## config.mk

```make
export PLATFORM = sky130hd
export DESIGN_NAME = if_stage
export DESIGN_NICKNAME = d
export VERILOG_FILES = /design/src/rtl/if_stage.sv
export SDC_FILE = /design/constraint.sdc
export NUM_CORES = 1
export LEC_CHECK = 0
export CAP_MARGIN = 20
export CORE_ASPECT_RATIO = 0.9
export CORE_MARGIN = 4
export CORE_UTILIZATION = 30
export CTS_CLUSTER_DIAMETER = 30
export DETAILED_ROUTE_END_ITERATION = 10
export HOLD_SLACK_MARGIN = 0.02
export SYNTH_ARGS = -nofsm -noshare
export SYNTH_HDL_FRONTEND = slang
export SYNTH_SLANG_ARGS = --single-unit
```

## constraint.sdc

```tcl
create_clock -name clk -period 2.7 [get_ports clk]
set_clock_uncertainty 0.2 [all_clocks]
set_input_delay 0.675 -clock clk [delete_from_list [all_inputs] [get_ports clk]]
set_output_delay 0.675 -clock clk [all_outputs]
set_load 0.02 [all_outputs]
```

## src/rtl/if_stage.sv

```systemverilog
// Instruction-fetch stage of the 5-stage RV32I pipeline.
// This stage owns the PC and the instruction-memory request, and it drives the IF/ID register.
// A one-entry hold buffer keeps an instruction that arrives while the hazard unit stalls.
// Because of the buffer, that instruction is never fetched twice.
module if_stage #(
    parameter int          XLEN     = 32,
    parameter logic [31:0] RESET_PC = 32'h0000_0000,
    parameter logic [31:0] NOP_INST = 32'h0000_0013
) (
    input  logic            clk,
    input  logic            rst_n,
    output logic            imem_req,
    output logic [XLEN-1:0] imem_addr,
    input  logic [31:0]     imem_rdata,
    input  logic            imem_ready,
    input  logic            stall,
    input  logic            redirect,
    input  logic [XLEN-1:0] redirect_pc,
    output logic [31:0]     IF_ID_inst,
    output logic [XLEN-1:0] IF_ID_pc,
    output logic [XLEN-1:0] IF_ID_pc4,
    output logic            IF_ID_valid
);

    typedef enum logic [1:0] {
        ST_BOOT  = 2'd0,
        ST_FETCH = 2'd1,
        ST_HELD  = 2'd2
    } state_t;

    state_t            state_r;
    logic              req_r;
    logic [XLEN-1:0]   pc_r;
    logic [31:0]       buf_inst_r;
    logic [XLEN-1:0]   buf_pc_r;
    logic [31:0]       ifid_inst_r;
    logic [XLEN-1:0]   ifid_pc_r;
    logic [XLEN-1:0]   ifid_pc4_r;
    logic              ifid_valid_r;

    logic [XLEN-1:0]   pc_plus4_s;
    logic [XLEN-1:0]   buf_pc_plus4_s;
    logic [XLEN-1:0]   redirect_aligned_s;

    // Adders and target alignment. PC+4 wraps modulo 2^XLEN, and no carry flag is produced.
    always_comb begin
        pc_plus4_s         = pc_r + XLEN'(4);
        buf_pc_plus4_s     = buf_pc_r + XLEN'(4);
        redirect_aligned_s = {redirect_pc[XLEN-1:2], 2'b00};
    end

    // One block holds the fetch FSM, the PC, the hold buffer and the IF/ID register.
    // Every cycle, a redirect takes priority over a stall, and a stall takes priority over a normal fetch.
    always_ff @(posedge clk or negedge rst_n) begin
        if (!rst_n) begin
            state_r      <= ST_BOOT;
            req_r        <= 1'b0;
            pc_r         <= XLEN'(RESET_PC);
            buf_inst_r   <= NOP_INST;
            buf_pc_r     <= {XLEN{1'b0}};
            ifid_inst_r  <= NOP_INST;
            ifid_pc_r    <= {XLEN{1'b0}};
            ifid_pc4_r   <= {XLEN{1'b0}};
            ifid_valid_r <= 1'b0;
        end else if (redirect) begin
            // Flush: any data that completes in this cycle is dropped, and the buffer is discarded.
            state_r      <= ST_FETCH;
            req_r        <= 1'b1;
            pc_r         <= redirect_aligned_s;
            ifid_inst_r  <= NOP_INST;
            ifid_valid_r <= 1'b0;
        end else begin
            case (state_r)
                ST_BOOT: begin
                    state_r <= ST_FETCH;
                    req_r   <= 1'b1;
                    if (!stall) begin
                        ifid_inst_r  <= NOP_INST;
                        ifid_valid_r <= 1'b0;
                    end else begin
                        ifid_valid_r <= ifid_valid_r;
                    end
                end
                ST_FETCH: begin
                    if (!stall) begin
                        if (imem_ready) begin
                            ifid_inst_r  <= imem_rdata;
                            ifid_pc_r    <= pc_r;
                            ifid_pc4_r   <= pc_plus4_s;
                            ifid_valid_r <= 1'b1;
                            pc_r         <= pc_plus4_s;
                        end else begin
                            ifid_inst_r  <= NOP_INST;
                            ifid_valid_r <= 1'b0;
                        end
                    end else begin
                        if (imem_ready) begin
                            // The instruction completed while IF/ID is frozen, so it is parked in the buffer.
                            buf_inst_r <= imem_rdata;
                            buf_pc_r   <= pc_r;
                            pc_r       <= pc_plus4_s;
                            state_r    <= ST_HELD;
                            req_r      <= 1'b0;
                        end else begin
                            req_r <= 1'b1;
                        end
                    end
                end
                ST_HELD: begin
                    if (!stall) begin
                        ifid_inst_r  <= buf_inst_r;
                        ifid_pc_r    <= buf_pc_r;
                        ifid_pc4_r   <= buf_pc_plus4_s;
                        ifid_valid_r <= 1'b1;
                        state_r      <= ST_FETCH;
                        req_r        <= 1'b1;
                    end else begin
                        req_r <= 1'b0;
                    end
                end
                default: begin
                    state_r      <= ST_BOOT;
                    req_r        <= 1'b0;
                    ifid_inst_r  <= NOP_INST;
                    ifid_valid_r <= 1'b0;
                end
            endcase
        end
    end

    assign imem_req    = req_r;
    assign imem_addr   = pc_r;
    assign IF_ID_inst  = ifid_inst_r;
    assign IF_ID_pc    = ifid_pc_r;
    assign IF_ID_pc4   = ifid_pc4_r;
    assign IF_ID_valid = ifid_valid_r;

endmodule

```

# Word level (Yosys, flattened, before mapping)
# Cells that the tools add are included.
[op_classes] muxes=32 order_cmp=0 div_mod_pow=0 eq_ne=10 n_reduce_logical=9 bitwise=1 add_sub_neg=2 n_shift=0 mul=0
[op_table] op="two-way mux 32 bit" n=13
[op_table] op="one-hot mux 32 bit (2 select lines)" n=2
[op_table] op="one-hot mux 32 bit (3 select lines)" n=1
[op_table] op="adder 32 x 3 -> 32 bit (second input constant)" n=2
[op_table] op="!= test 3 bit (second input constant)" n=5
[op_table] op="two-way mux 1 bit" n=9
[op_table] op="two-way mux 2 bit" n=4
[op_table] op="!= test 2 bit (second input constant)" n=3
[op_table] op="one-hot mux 1 bit (3 select lines)" n=2
[op_table] op="one-hot mux 2 bit (3 select lines)" n=1
[op_table] op="AND reduction 3 bit" n=2
[op_table] op="nonzero test 2 bit" n=3
[op_table] op="AND reduction 5 bit" n=1
[op_table] op="AND reduction 4 bit" n=1
[op_table] op="equality test 2 x 1 -> 1 bit (second input constant)" n=1
[op_table] op="equality test 2 bit (second input constant)" n=1
[op_table] op="zero test 2 bit" n=1
[op_table] op="AND reduction 2 bit" n=1
[op_table] op="NOT 1 bit" n=1
[totals] word_cells=63 n_memories=0 output_inout_bits=130 reg_bits=196 latchBits=0 romBits=0 input_bits=69 mem_bits_rw=0

# Depth between registers and ports, before layout
# Gate-level depths: netlist (run 1).
[logic_depth] depth_word=4 depth_mapped=9 mapped_depth_nobuf=7

# Worst setup path after synthesis (run 1)
# Ideal clock, no wire load.
[synth_path] path_kind="register to register" startpoint="register pc_r[2], in the netlist imem_addr[2]" endpoint="register ifid_pc4_r[28], in the netlist IF_ID_pc4[28]" setup_ns=0.133 n_path_buf=1 synth_period_minus_slack_ns=2.503 path_slack_ns=0.197 stages_incl_launch_ff=8 t_arrival_ns=2.170 path_cell_list="dfrtp_1 ha_1 nand3_1 or4_4 buf_6 or3_1 xor2_1 o211ai_2"
[synth_via] elab_chain_len=4
[synth_rtl] element="start, declared" line_no="33" source="logic [XLEN-1:0] pc_r;"
[synth_rtl] element="start signal, assigned" line_no="58" source="pc_r <= XLEN'(RESET_PC);"
[synth_rtl] element="start signal, assigned" line_no="69" source="pc_r <= redirect_aligned_s;"
[synth_rtl] element="start signal, assigned" line_no="91" source="pc_r <= pc_plus4_s;"
[synth_rtl] element="adder 32 x 3 -> 32 bit" line_no="47" source="pc_plus4_s = pc_r + XLEN'(4);"
[synth_rtl] element="two-way mux 32 bit" line_no="86" source="if (imem_ready) begin"
[synth_rtl] element="two-way mux 32 bit" line_no="85" source="if (!stall) begin"
[synth_rtl] element="one-hot mux 32 bit (2 select lines)" line_no="73" source="case (state_r)"
[synth_rtl] element="end signal, assigned" line_no="63" source="ifid_pc4_r <= {XLEN{1'b0}};"
[synth_rtl] element="end signal, assigned" line_no="89" source="ifid_pc4_r <= pc_plus4_s;"
[synth_rtl] element="end signal, assigned" line_no="113" source="ifid_pc4_r <= buf_pc_plus4_s;"
[synth_rtl] element="end, declared" line_no="38" source="logic [XLEN-1:0] ifid_pc4_r;"
# No other way between the ends. The select of a mux whose other input is x is not followed.
# A chain may end at the register's enable or synchronous reset.

# Final worst setup path (run 1)
[layout_path] startpoint="register pc_r[6], in the netlist imem_addr[6]" endpoint="output port imem_addr[6]"
[layout_rtl] element="end, declared" line_no="13" source="output logic [XLEN-1:0] imem_addr,"
# No word-level cell between the ends.

==> results of run 1 <==
==> power groups by stage <==
| stage | Combinational (uW) | Clock (uW) | Sequential, uW |
|---|---|---|---|
| final | 4830 | 2450 | 4830 |
| after global routing | 5260 | 2630 | 5000 |
| after CTS | 4900 | 2500 | 4830 |
| after detailed placement | 4880 | 0 | 4880 |
| after global placement | 4820 | 0 | 4840 |
| after floorplan | 2130 | 0 | 5260 |
==> area by class of cell <==
class,count,area (sq um),share of cell area (%)
sequential,188,4710,37.0
tap,409,512,4.01
multi-input combinational,668,4420,34.7
clock buffer,20,437,3.43
timing repair buffer,263,2500,19.6
inverter,13,48.8,0.383
clock inverter,12,116,0.913
==> state kept, by name, summed over array words and instances (netlist names) <==
name,cells
IF_ID_inst,32
IF_ID_pc,30
IF_ID_pc4,30
IF_ID_valid,1
buf_inst_r,32
buf_pc_r,30
imem_addr,30
imem_req,1
state_r,2
==> per-layer routing <==
| metal | global-route usage, % | wire (um) | vias up |
|---|---|---|---|
| li1 | - | - | 3756 |
| met1 | 24.5 | 14000 | 3934 |
| met4 | 5.00 | 583 | 0 |
| met2 | 25.9 | 13200 | 198 |
| met3 | 3.56 | 1450 | 30 |
| met5 | 0 | 0 | - |
==> cell families (layout without fill, tap and decap cells) <==
logic type | count (synthesis) | in the layout | share of synthesized area, %
and+or+nand+nor | 292 | 292 | 14.7
AOI/OAI and AO/OA | 192 | 192 | 12.5
DFF | 188 | 188 | 49.5
muxes | 103 | 103 | 11.7
buffers and inverters | 99 | 308 | 4.47
xor gates and xnor gates | 69 | 69 | 6.35
adders and majority gates | 6 | 6 | 0.789
other | 1 | 6 | 0.0394
==> Yosys cell counts (5+ instances only) <==
cell type,count,area [sq um]
dfstp_2,6,158
mux2_2,62,698
a21oi_1,12,60.1
dfrtp_1,182,4550
a221o_1,7,70.1
inv_1,13,48.8
mux2i_1,41,410
clkbuf_1,58,218
nor3_1,10,50.1
nand2_1,136,510
and3_1,9,56.3
nor2_1,33,124
o21ai_0,104,521
nand3_1,29,145
nand2b_1,5,31.3
o211ai_1,5,37.5
buf_4,6,45.0
or3_1,8,50.1
ha_1,6,75.1
xnor2_1,41,359
or4_1,5,37.5
buf_2,17,85.1
nor4_1,19,119
a22oi_1,31,233
nand4_1,21,131
xor2_1,28,245
==> path summary, 6_finish.rpt <==
kind                       cells past startpoint           from        endpoint  slack (ps)
max                                            1   imem_addr[6]    imem_addr[6]         120
max reg2reg                                    5    buf_pc_r[9]   IF_ID_pc4[19]         210
min                                            2  IF_ID_inst[4]   IF_ID_inst[4]         260
max in group asynchronous                      3          rst_n  buf_inst_r[17]        1030
min in group asynchronous                      2          rst_n    IF_ID_pc[16]         440
min reg2reg                                    2  IF_ID_inst[4]   IF_ID_inst[4]         260
==> per-stage QoR <==
step	utilization [%]	setup slack (ps)	hold WS [ps]	TNS, ps	total power [uW]
floorplan	-	197	179	0	7400
global placement	39.2	-22.8	252	-42.7	9660
global route	41.0	22.7	297	0	12900
finish	41.0	116	262	0	12100
CTS	41.0	81.2	263	0	12200
detailed placement	39.2	-70.5	252	-379	9760
==> results by group, run 1 <==
Layout
  – Most frequent cells in the layout: 188 x clkdlybuf4s50_1, 182 x dfrtp_1, 135 x nand2_1
  – Post-layout nets: 1226
  – Commonest non-fill, non-tap cell in the layout: clkdlybuf4s50_1
  – Area grow syn2layout: 34.0%
  – Antenna cells: 0
  – Layout cell share with drive strength beyond 1: 15.8%
  – Filler Cell Count: 3065
  – Final instance area: 0.0127 sq mm
  – Fin cells: 1573

Setup path
  – CP arrival: 1710 ps
  – Crit Path Class: register to primary output
  – CP top delay family: buffers and inverters
  – Maximum fanout along the worst path: 9
  – CP Buf/Inv Count: 1
  – Critical-path top delay cell: clkdlybuf4s50_1
  – CP max stage delay: 730 ps
  – Worst setup SP type: register
  – Worst-path cell chain: clkdlybuf4s50_1
  – Worst EP required: 1820 ps
  – CP endpoint kind: primary output

Power and ir drop
  – Switching Share: 37.9%
  – Int Pwr: 7520 uW
  – Logic gate share of total power: 39.9%
  – Worst vdd ir: 0.502 mV
  – Pwr/cell area: 950 mW/mm^2
  – Sequential power share: 39.9%
  – Lkg Pwr: 0.00512 uW
  – Switch Pwr: 4590 uW
  – Proportion of power drawn by the clock network: 20.2%

CTS
  – PostCTS Resize Cnt: 0
  – # H-tree levels: 4
  – Clock latency on the worst-skew pair: 440 ps
  – CTS Root Buffer Type: clkbuf_16
  – Clock sinks: 188
  – Hold buffers post-CTS: 1
  – Post-CTS Setup Bufs: 0
  – Clock buffer depth: 2
  – Register clock-pin slew on the reported worst setup and hold paths: 70 ps
  – CTS tree: done
  – TritonCTS Buffers: 17

Routing
  – DRC Markers: 0
  – DRT Pass-1 Iters: 5
  – WL final: 29300 um
  – Via Count: 7918
  – DR WL/cell: 18.6 um
  – DR iter-0 viols: 534
  – Antenna viol nets, final: 0
  – Vias/cell: 5.03

STA
  – Fmax: 387 MHz
  – Slew @ Worst Pin: 664 ps
  – Hold Vio Cnt, Final: 0
  – RSZ-0062 raised after global routing: no
  – Slew Limit Fails: 0
  – Final period utilization: 95.7%
  – Crit path time final: 2580 ps
  – Final-report setup violation count: 0
  – Slew HR: 55.7%

Yosys
  – Synthesized flop and latch total: 188
  – Library cells used by synthesis: 57
  – Top FF cell, synth: dfrtp_1
  – Syn Std Cell Area: 0.00951 sq mm
  – Ys async rst share: 100%
  – Average cell area after synthesis: 10.0 sq um
  – EDFF count, synth: 0
  – Seq/Total Area, Yosys: 49.5%
  – Synth warn: 0
  – Post-synthesis cell count: 950

Place
  – I/O Buffers: 190
  – Post-DP HPWL: 21400 um
  – DP Cell Count: 1540
  – Placed cell areas: 0.0122 sq mm
  – GPL Wtd Cong: 0.867

Floorplan
  – Core area: 0.0311 sq mm
  – # IOs: 199
  – Die W: 196 um
  – Die H: 177 um
  – Row cnt: 61
  – Initial core utilization: 30.6%
  – Die area: 0.0346 sq mm

Global routing
  – Vias in the first global route: 7890
  – Initial antenna violation count: 0
  – First-pass GRT wire length: 46500 um
  – All-Layer GR Usage: 17.0%
  – Grt ovf: 0
  – Largest net degree at the start of global routing: 119

Hold path
  – Worst Hold Class: register to register

Run status
  – Run status: finished, final reports clean

Job
  – Max-cap violations: 0
(Power assumes the default switching activity.)
==> run 2: changes to the inputs <==
- GPL_TIMING_DRIVEN: unset -> 1
- SLEW_MARGIN: unset -> 20
==> results of run 2 <==
No change in the layout: final DEF, timing and power equal those of run 1.
